File: src/rtl/shift_ctrl_pkg.sv
// Shared definitions for the shift register sequencing controller.
//   state_t      : FSM state encoding (IDLE=0, LOAD=1, SHIFT=2, DONE=3)
//   maxs_of(n)   : shift cap for an n-bit register (n/2)
//   cw_of(n)     : width of a counter holding 0..maxs_of(n)
// The register's own bench imports maxs_of/cw_of so both sides agree on the cap.
package shift_ctrl_pkg;

  typedef enum logic [1:0] {
    IDLE  = 2'd0,
    LOAD  = 2'd1,
    SHIFT = 2'd2,
    DONE  = 2'd3
  } state_t;

  localparam int N_DEF = 16;

  function automatic int maxs_of(input int n);
    return n / 2;
  endfunction

  function automatic int cw_of(input int n);
    return $clog2(n / 2 + 1);
  endfunction

endpackage

File: src/rtl/shift_ctrl_counter.sv
// Saturating shift counter.
//   clk, rst : clock, synchronous active-low reset
//   clr      : synchronous clear (wins over inc)
//   inc      : increment enable, ignored once saturated
//   cnt      : current count, 0..MAXS
//   sat      : cnt == MAXS
module shift_counter #(
  parameter int MAXS = 8,
  parameter int CW   = $clog2(MAXS + 1)
) (
  input  logic          clk,
  input  logic          rst,
  input  logic          clr,
  input  logic          inc,
  output logic [CW-1:0] cnt,
  output logic          sat
);

  assign sat = (cnt == CW'(MAXS));

  always_ff @(posedge clk) begin
    if (!rst)             cnt <= '0;
    else if (clr)         cnt <= '0;
    else if (inc && !sat) cnt <= cnt + 1'b1;
  end

endmodule

File: src/rtl/shift_ctrl.sv
// Sequencing controller for the N-bit normalising shift register.
// On start: capture din, pulse ld once, then pulse shr until the register
// reports half or MAXS shifts have been issued.
//   clk, rst : clock, synchronous active-low reset
//   start    : request, honoured only in IDLE
//   din      : operand, sampled with start
//   half     : stop condition from the register (combinational from pout)
//   mid      : register mid tap
//   pin1     : captured operand to register parallel input
//   ld, shr  : register load / shift-right enables
//   busy     : state != IDLE
//   done     : one-cycle completion pulse
//   shcnt    : shr pulses issued by the last operation
//   zero     : last operation stopped on the cap
//   mid_q    : mid sampled at the stop cycle
module shift_ctrl
  import shift_ctrl_pkg::*;
#(
  parameter int N    = N_DEF,
  parameter int MAXS = maxs_of(N),
  parameter int CW   = cw_of(N)
) (
  input  logic          clk,
  input  logic          rst,
  input  logic          start,
  input  logic [N-1:0]  din,
  input  logic          half,
  input  logic          mid,
  output logic [N-1:0]  pin1,
  output logic          ld,
  output logic          shr,
  output logic          busy,
  output logic          done,
  output logic [CW-1:0] shcnt,
  output logic          zero,
  output logic          mid_q
);

  state_t state, state_nxt;
  logic   accept;   // start taken in IDLE
  logic   stop;     // SHIFT terminates this cycle
  logic   sat;

  shift_counter #(.MAXS(MAXS), .CW(CW)) u_cnt (
    .clk (clk),
    .rst (rst),
    .clr (accept),
    .inc (shr),
    .cnt (shcnt),
    .sat (sat)
  );

  always_ff @(posedge clk) begin
    if (!rst) state <= IDLE;
    else      state <= state_nxt;
  end

  // half has priority over the cap so a stop exactly at MAXS reports zero=0.
  always_comb begin
    state_nxt = state;
    ld        = 1'b0;
    shr       = 1'b0;
    accept    = 1'b0;
    stop      = 1'b0;
    case (state)
      IDLE: if (start) begin
        accept    = 1'b1;
        state_nxt = LOAD;
      end
      LOAD: begin
        ld        = 1'b1;
        state_nxt = SHIFT;
      end
      SHIFT: begin
        if (half || sat) begin
          stop      = 1'b1;
          state_nxt = DONE;
        end else begin
          shr = 1'b1;
        end
      end
      DONE: state_nxt = IDLE;
      default: state_nxt = IDLE;
    endcase
  end

  assign busy = (state != IDLE);
  assign done = (state == DONE);

  always_ff @(posedge clk) begin
    if (!rst) begin
      pin1  <= '0;
      zero  <= 1'b0;
      mid_q <= 1'b0;
    end else if (accept) begin
      pin1  <= din;
      zero  <= 1'b0;
      mid_q <= 1'b0;
    end else if (stop) begin
      zero  <= !half;
      mid_q <= mid;
    end
  end

endmodule

File: config.mk
export PLATFORM = sky130hd
export DESIGN_NAME = shift_ctrl
export DESIGN_NICKNAME = d
export VERILOG_FILES = /design/src/rtl/shift_ctrl_pkg.sv /design/src/rtl/shift_ctrl_counter.sv /design/src/rtl/shift_ctrl.sv
export SDC_FILE = /design/constraint.sdc
export NUM_CORES = 1
export LEC_CHECK = 0
export ABC_AREA = 1
export CORE_MARGIN = 4
export CORE_UTILIZATION = 41
export DETAILED_ROUTE_END_ITERATION = 12
export GPL_TIMING_DRIVEN = 0
export PLACE_DENSITY = 0.8
export SYNTH_ARGS = -nofsm -noshare
export SYNTH_HDL_FRONTEND = slang
export SYNTH_SLANG_ARGS = --single-unit
File: constraint.sdc
create_clock -name clk -period 1.35 [get_ports clk]
set_input_delay 0.135 -clock clk [delete_from_list [all_inputs] [get_ports clk]]
set_output_delay 0.135 -clock clk [all_outputs]
set_load 0.02 [all_outputs]
# Yosys cells after proc, flatten, opt, wreduce, memory -nomap -nowiden
# Index checks and enable logic that the tools add are counted.
# W data, S select, Z words.
# totals
register_bits,24
# classes
bitwise_logic,1
n_eq_ne,6
addsub,1
n_reduce_logical,8
muxes,10
# op_table
operator,count
$pmux W2 S4,1
$mux W1,7
$add A4 B1 Y4 const B,1
$eq A2 B2 Y1 const B,2
$eq A4 B4 Y1 const B,1
$mux W2,2
$ne A2 B2 Y1 const B,2
$eq A2 B1 Y1 const B,1
$logic_not A1 Y1,2
$logic_not A2 Y1,1
$reduce_and A2 Y1,1
$reduce_bool A2 Y1,1
$reduce_or A2 Y1,1
$logic_and A1 B1 Y1,1
$logic_or A1 B1 Y1,1
$not A1 Y1,1

# Depth between registers and ports, before layout
# Gate-level depths: netlist (run 1).
# depth
depth_word,5
depth_mapped,7

# Hierarchy
# A second synthesis (run 1) with hierarchy kept.
# unflattened
cells_unflattened,140
hier_area_um2,1076.0
# modules_own_cells
mod,area_per_inst_um2,instances,cells_each
shift_ctrl,844.6,1,107
shift_counter,231.5,1,33

# Least setup slack after synthesis (run 1)
# No wires, ideal clock.
# synth_path
kind,register to register
from,reg u_cnt.cnt[0]
to,reg u_cnt.cnt[2]
stages_incl_launch_ff,8
n_path_buf,0
setup_ns,0.070
t_arrival_ns,1.280
period_less_slack_ns,1.349
path_slack_ns,0.001
cell_sequence,dfxtp_1 -> inv_1 -> ha_1 -> nand3_4 -> nand2_4 -> nor2_8 -> nand2_1 -> a21oi_1
# synth_between
elab_chain_cells,5
# synth_rtl
item,line_no,text
from (decl),shift_ctrl_counter.sv:15,"output logic [CW-1:0] cnt,"
from (signal assigned),shift_ctrl_counter.sv:24,else if (inc && !sat) cnt <= cnt + 1'b1;
$eq A4 B4 Y1,shift_ctrl_counter.sv:19,assign sat = (cnt == CW'(MAXS));
$logic_or A1 B1 Y1,shift_ctrl.sv:75,if (half || sat) begin
$mux W1,shift_ctrl.sv:75,
$mux W1,shift_ctrl.sv:65,case (state)
net shr,shift_ctrl.sv:31,"output logic shr,"
$logic_and A1 B1 Y1,shift_ctrl_counter.sv:24,
# The timed path passes the listed nets, and every way through them passes these cells.
# A chain may end at the register's enable or synchronous reset.

# Final worst setup path (run 1)
# layout_path
from,reg u_cnt.cnt[1]
to,out shr
# layout_between
elab_chain_cells,4
# layout_rtl
item,line_no
$eq A4 B4 Y1,shift_ctrl_counter.sv:19
$logic_or A1 B1 Y1,shift_ctrl.sv:75
$mux W1,shift_ctrl.sv:75
$mux W1,shift_ctrl.sv:65
to (decl),shift_ctrl.sv:31
# Every way passes these cells.

==> metrics.md, run 1 <==
| Metric | Value |
|---|---|
| Synthesized instance count | 136 |
| Die area | 0.00347 mm² |
| Post-synth top area cell | dfxtp_1 |
| Wirelength per Cell | 12.6 µm |
| Synth unique cells | 20 |
| Failing checks | negative setup slack |
| Initial antenna violation count | 0 |
| Setup slack after layout | -0.0768 ns |
| Async SR Flop Fraction | 0 |
| CTS tree | built |
| Via density | 4.69 |
| Max-Cap Viols | 0 |
| WP data arrival | 1.29 ns |
| Hold path start | rst |
| Pins Over Slew Limit | 0 |
| P&R area growth vs syn | 59.4% |
| Io pins | 47 |
| First-pass GRT wire length | 4390 µm |
| Core area | 0.00248 mm² |
| Status | finished with violations |
| Syn Area/Cell | 7.80 µm² |
| H-tree levels | 1 |
| Finished Core Util | 0.683 |
| Hold crit path type | in2reg |
| Number of synthesized flops with an enable pin | 0 |
| DRT antenna net count | 0 |
| Startpoint Class | flip-flop |
| Buffers on Ports | 45 |
| CTS Buf Count | 3 |
| Synth Warn # | 0 |
| Hold Fails Final Rpt | 0 |
| DIE WIDTH | 58.9 µm |
| Clk Latency, worst-skew pair | 0.32 ns |
| Count leader, synth | nor2_1 |
| Largest net degree at the start of global routing | 15 |
| Global-route usage over all layers | 0.165 |
| Worst Setup End Kind | primary output |
| CP startpoint | u_cnt.cnt[1] |
| RSZ-0062 raised after global routing | yes |
| CTS Hold Buffers Added | 0 |
| Grt ovf | 0 |
| Final setup TNS | -0.0768 ns |
| CTS sink count | 24 |
| Worst Tran Pin Value | 0.243 ns |
| Crit-path max FO | 5 |
| Vias in the first global route | 1021 |
| Yosys reg bits | 24 |
| Overall power | 2.88 mW |
| Final nets | 223 |
| Mapped Nets | 164 |
| Post-synthesis instance area | 0.00106 mm² |
| Drt drc | 0 |
| Clock Path Buffers | 2 |
| DR vias | 1050 |
| Final period util | 1.06 |
| Worst rel slew slack | 0.839 |
| Drt total wl | 2830 µm |
| Root buf cell | clkbuf_4 |
| Die Y-Extent | 58.9 µm |
| Clock-pin slew on the worst setup and hold paths | 0.13 ns |
| Reg2reg start | state[0] |
| Most frequent cells after synthesis | nor2_1 (35), dfxtp_1 (24), nand2_1 (16) |
| Number of fill cells | 221 |
| Max rail drop VDD | 1.18 mV |
| Final setup violation count | 1 |
| Top post-synthesis cells by area | dfxtp_1 (45%), nor2_1 (12%), ha_1 (8.3%) |
| Gpl congestion | 0.754 |
| Worst slack, placed | -0.415 ns |
| Num rows | 18 |
| First-iteration detailed-routing DRC count | 37 |
| Antenna Cells | 0 |
| Starting Density | 0.428 |
| Hpwl dp | 2000 µm |
| Fmax | 701 MHz |
| Share of cells above drive strength 1 | 0.232 |
| Power density over cell area | 1700 mW/mm² |
| WS Path Type | reg2out |
| Clock Skew | 0.000953 ns |
| Top-area cell type share of the netlist area | 0.453 |
| Min Tclk post-route | 1.43 ns |
| P_leak | 0.806 nW |
| DRT Pass-1 Iters | 4 |
| Sequential fraction of the synthesis area | 0.453 |
| Critical Path RT | 1.22 ns |
| Top FF cell, synth | dfxtp_1 |
-- through the flow --
stage                     hold slack [ns]  instances  instance area (µm²)
after global placement              0.439        211                 1550
after global routing                0.112        224                 1690
after detailed placement            0.454        211                 1550
final                               0.102        224                 1690
after CTS                          0.0950        217                 1600
after floorplan                     0.284        136                 1060
-- cell usage in the layout (no fill, tap or decap), types with 2 or more instances in the layout --
cell type        instances
dfxtp_2                  2
nand2_1                 16
clkdlybuf4s50_1         19
ha_1                     4
nand3_1                  3
ha_4                     3
inv_1                    4
nand2_4                  2
buf_2                    4
dfxtp_1                 19
o21ai_0                  6
o21ai_1                 11
inv_2                    9
nor2_1                  34
dfxtp_4                  3
dlygate4sd2_1           22
a21oi_1                  8
buf_4                   11
clkbuf_4                 3
-- flip-flops by register name, indices dropped and copies added (netlist names) --
signal,cells
state,2
pin1,16
mid_q,1
u_cnt.cnt,4
zero,1
-- worst paths after layout --
check	end	slack [ns]	depth (start not counted)
min reg2reg	zero	0.47	2
max	shr	-0.08	6
min	state[0]	0.10	3
max reg2reg	state[0]	0.11	7
-- routing by layer --
metal / vias to the layer above / share of wire / routed length, µm / global-route usage
met2: 38 / 0.51 / 1440 / 0.287
met4: 0 / 0.0095 / 27 / 0.0518
li1: 544 / - / - / -
met5: - / 0 / 0 / 0
met3: 4 / 0.10 / 284 / 0.0746
met1: 464 / 0.38 / 1070 / 0.177
-- power breakdown --
part           total [mW]  internal, mW  switching (mW)
Clock               0.523         0.300           0.223
Combinational        1.36         0.562           0.798
Sequential          0.996         0.891           0.105
Total                2.88          1.75            1.13
-- repair_timing --
| action | CTS | global route |
|---|---|---|
| resized for setup | 48 | 14 |
| setup buffers | 2 | 7 |
| endpoints found under the setup margin | 42 | 22 |
| endpoints found under the hold margin | 0 | 0 |
| pin swaps | 0 | 4 |
-- area by class of cell --
type | count | area (µm²) | area share
repair buffers | 54 | 479 | 0.283
clock buffers | 3 | 22.5 | 0.0133
flip-flops and latches | 24 | 494 | 0.292
clock inverters | 1 | 30.0 | 0.0178
well taps | 30 | 37.5 | 0.0222
multi-input cells | 94 | 551 | 0.325
plain buffers | 4 | 22.5 | 0.0133
inverters | 14 | 55.1 | 0.0325
-- kinds of logic after synthesis --
family          synth area share
compound gates             0.118
xor+xnor                 0.00826
fa+ha+maj                 0.0825
buf+inv                   0.0708
flops                      0.453
simple gates               0.268
-- critical path, stage by stage, from the launching register on --
cell	delay (ns)
dfxtp_4	0.40
inv_2	0.05
ha_4	0.15
nand3_4	0.07
nand2_4	0.08
nor2_8	0.11
buf_6	0.12
No activity file was read; power rests on OpenSTA's default activity.
==> run 2: changes to the inputs <==
GPL_TIMING_DRIVEN = 1   (was 0)
==> run 2 against run 1 <==
Effect of this change:
- global-route usage shrank 0.41 points
- critical path depth unchanged
- non-clock buffer count increased by 10
- the flow still finishes with violations (negative setup slack)
- flip-flop and latch count is the same
- sequential share of layout area decreased by 1.1 points
- combinational power rose by 9.6%
- clock power is 44% lower
- total power is 4.2% lower
- first-iteration DRC count down 5.4%
==> metrics.md, run 2 (synthesized netlist as in run 1, its figures left out) <==
| Metric | Value |
|---|---|
| Startpoint Class | flip-flop |
| Global-route usage over all layers | 0.161 (-0.00408) |
| Share of cells above drive strength 1 | 0.286 (+0.0538) |
| H-tree levels | 1 (unchanged) |
| Worst rel slew slack | 0.852 (+0.0130) |
| Hold Path Sink | pin1[5] |
| CTS sink count | 24 (unchanged) |
| Reg-to-Reg End | u_cnt.cnt[1] |
| Buffers on Ports | 46 (+2.2%) |
| FF-to-FF path depth | 9 (+2) |
| Setup slack after layout | -0.0439 ns (+0.0330 ns) |
| Die Y-Extent | 58.9 µm (unchanged) |
| Io pins | 47 (unchanged) |
| Initial antenna violation count | 0 (unchanged) |
| CTS tree | built |
| Final nets | 233 (+4.5%) |
| Number of fill cells | 225 (+1.8%) |
| Antenna Cells | 0 (unchanged) |
| Regs by FF count | pin1 (16), u_cnt.cnt (4), state (2) |
| Starting Density | 0.428 (unchanged) |
| First-iteration detailed-routing DRC count | 35 (-5.4%) |
| WS Path Type | reg2out |
| Largest net degree at the start of global routing | 19 (+4) |
| Met2 WL | 1450 µm (+0.69%) |
| DIE WIDTH | 58.9 µm (unchanged) |
| Met3 WL | 274 µm (-3.5%) |
| First-pass GRT wire length | 4380 µm (-0.16%) |
| Final setup violation count | 1 (unchanged) |
| Drt total wl | 2890 µm (+2.1%) |
| Hold crit path type | in2reg |
| DR vias | 1131 (+7.7%) |
| Num rows | 18 (unchanged) |
| Pins Over Slew Limit | 0 (unchanged) |
| Max rail drop VDD | 1.05 mV (-11%) |
| DRT antenna net count | 0 (unchanged) |
| Clock Path Buffers | 2 (unchanged) |
| WP data arrival | 1.26 ns (-0.03 ns) |
| Final period util | 1.03 (-0.0244) |
| P&R area growth vs syn | 63.0% |
| Clock-pin slew on the worst setup and hold paths | 0.12 ns (about the same) |
| Worst Setup End Kind | primary output |
| Max-Cap Viols | 0 (unchanged) |
| Most flops, register | pin1 |
| Power density over cell area | 1600 mW/mm² (-6.2%) |
| DRT Pass-1 Iters | 5 (+1) |
| Vias in the first global route | 1083 (+6.1%) |
| Max layer used | met4 |
| Hpwl dp | 2210 µm (+10%) |
| Crit-path max FO | 2 (-3) |
| Worst slack, placed | -0.206 ns (+0.210 ns) |
| Area of the multi-input gates | 544 µm² (-1.1%) |
| RSZ-0062 raised after global routing | yes |
| Gpl congestion | 0.793 (+5.1%) |
| Die area | 0.00347 mm² (unchanged) |
| Root buf cell | clkbuf_4 |
| Hold path cells | 3 (unchanged) |
| Core area | 0.00248 mm² (unchanged) |
| Failing checks | negative setup slack |
| Hold Fails Final Rpt | 0 (unchanged) |
| P_leak | 0.832 nW (+3.2%) |
| Commonest non-fill, non-tap cell in the layout | nor2_1 |
| Hold path start | din[5] |
| Design Area, Final | 0.00173 mm² (+2.2%) |
| Wirelength per Cell | 12.4 µm (-1.9%) |
| Seq. cell area | 485 µm² (-1.8%) |
| CTS Buf Count | 3 (unchanged) |
| Min Tclk post-route | 1.39 ns (-0.0330 ns) |
| Overall power | 2.76 mW (-4.2%) |
| CTS Hold Buffers Added | 0 (unchanged) |
| Worst Tran Pin Value | 0.223 ns (-0.0196 ns) |
| Grt ovf | 0 (unchanged) |
| Fmax | 717 MHz (+2.4%) |
| Reg2reg start | u_cnt.cnt[1] |
| Critical Path RT | 1.22 ns (about the same) |
| Max reg flops | 16 (unchanged) |
| Via density | 4.85 (+3.6%) |
| Clk Latency, worst-skew pair | 0.29 ns (-0.03 ns) |
| Placed cell areas | 0.00168 mm² (+8.4%) |
| Slack of the worst reg-to-reg path | 0.04 ns (-0.07 ns) |
| Drt drc | 0 (unchanged) |
| Commonest non-fill, non-tap cells in the layout | nor2_1 (31), buf_4 (21), clkdlybuf4s50_1 (20), dfxtp_1 (20), dlygate4sd2_1 (20) |
| Status | finished with violations |
| Clock Skew | 0.00140 ns (+0.000447 ns) |
| M1 WL | 1140 µm (+6.3%) |
[run 2: what timing repair did]
action                                  CTS  global route
endpoints found under the setup margin   33            25
gates resized for setup                  48            20
pin swaps                                 0             4
setup buffers                             0             3
[run 2: final cells by class]
type	count	share of cell area
well taps	30	0.0217
inverters	14	0.0304
clock buffers	3	0.0130
multi-input cells	94	0.315
repair buffers	68	0.339
flip-flops and latches	24	0.281
[run 2: where the power goes]
part | leakage, nW | switching [mW] | internal (mW)
Sequential | 0.199 | 0.0922 | 0.889
Combinational | 0.619 | 0.833 | 0.655
Clock | 0.0138 | 0.188 | 0.104
[run 2: worst max path at each step]
stage / from / end
2_1_floorplan: u_cnt.cnt[0] / u_cnt.cnt[2]
3_3_place_gp: u_cnt.cnt[0] / shr
3_5_place_dp: u_cnt.cnt[0] / shr
4_1_cts: u_cnt.cnt[0] / shr
5_1_grt: u_cnt.cnt[0] / shr
6_report: u_cnt.cnt[1] / shr
[run 2: through the flow]
| stage | instances | hold slack (ns) | setup TNS [ns] | util |
|---|---|---|---|---|
| final | 233 | 0.432 | -0.0439 | 0.698 |
| after global routing | 233 | 0.430 | -0.164 | 0.698 |
| after CTS | 230 | 0.419 | -0.0313 | 0.675 |
| after detailed placement | 227 | 0.446 | -0.557 | 0.678 |
| after global placement | 227 | 0.438 | -0.284 | 0.678 |
| after floorplan | 136 | 0.284 | 0 | - |
[run 2: worst max-delay path: stages (launching register included)]
cell and delay (ns):
dfxtp_2 0.36, inv_2 0.05, ha_4 0.16, nand3_4 0.07, nand2_4 0.08, nor2_8 0.12
buf_6 0.12
[run 2: layer usage]
layer,global-route usage,vias to the layer above
met5,0,-
met4,0.0485,0
met3,0.0417,4
met1,0.169,513
met2,0.308,50
li1,-,564
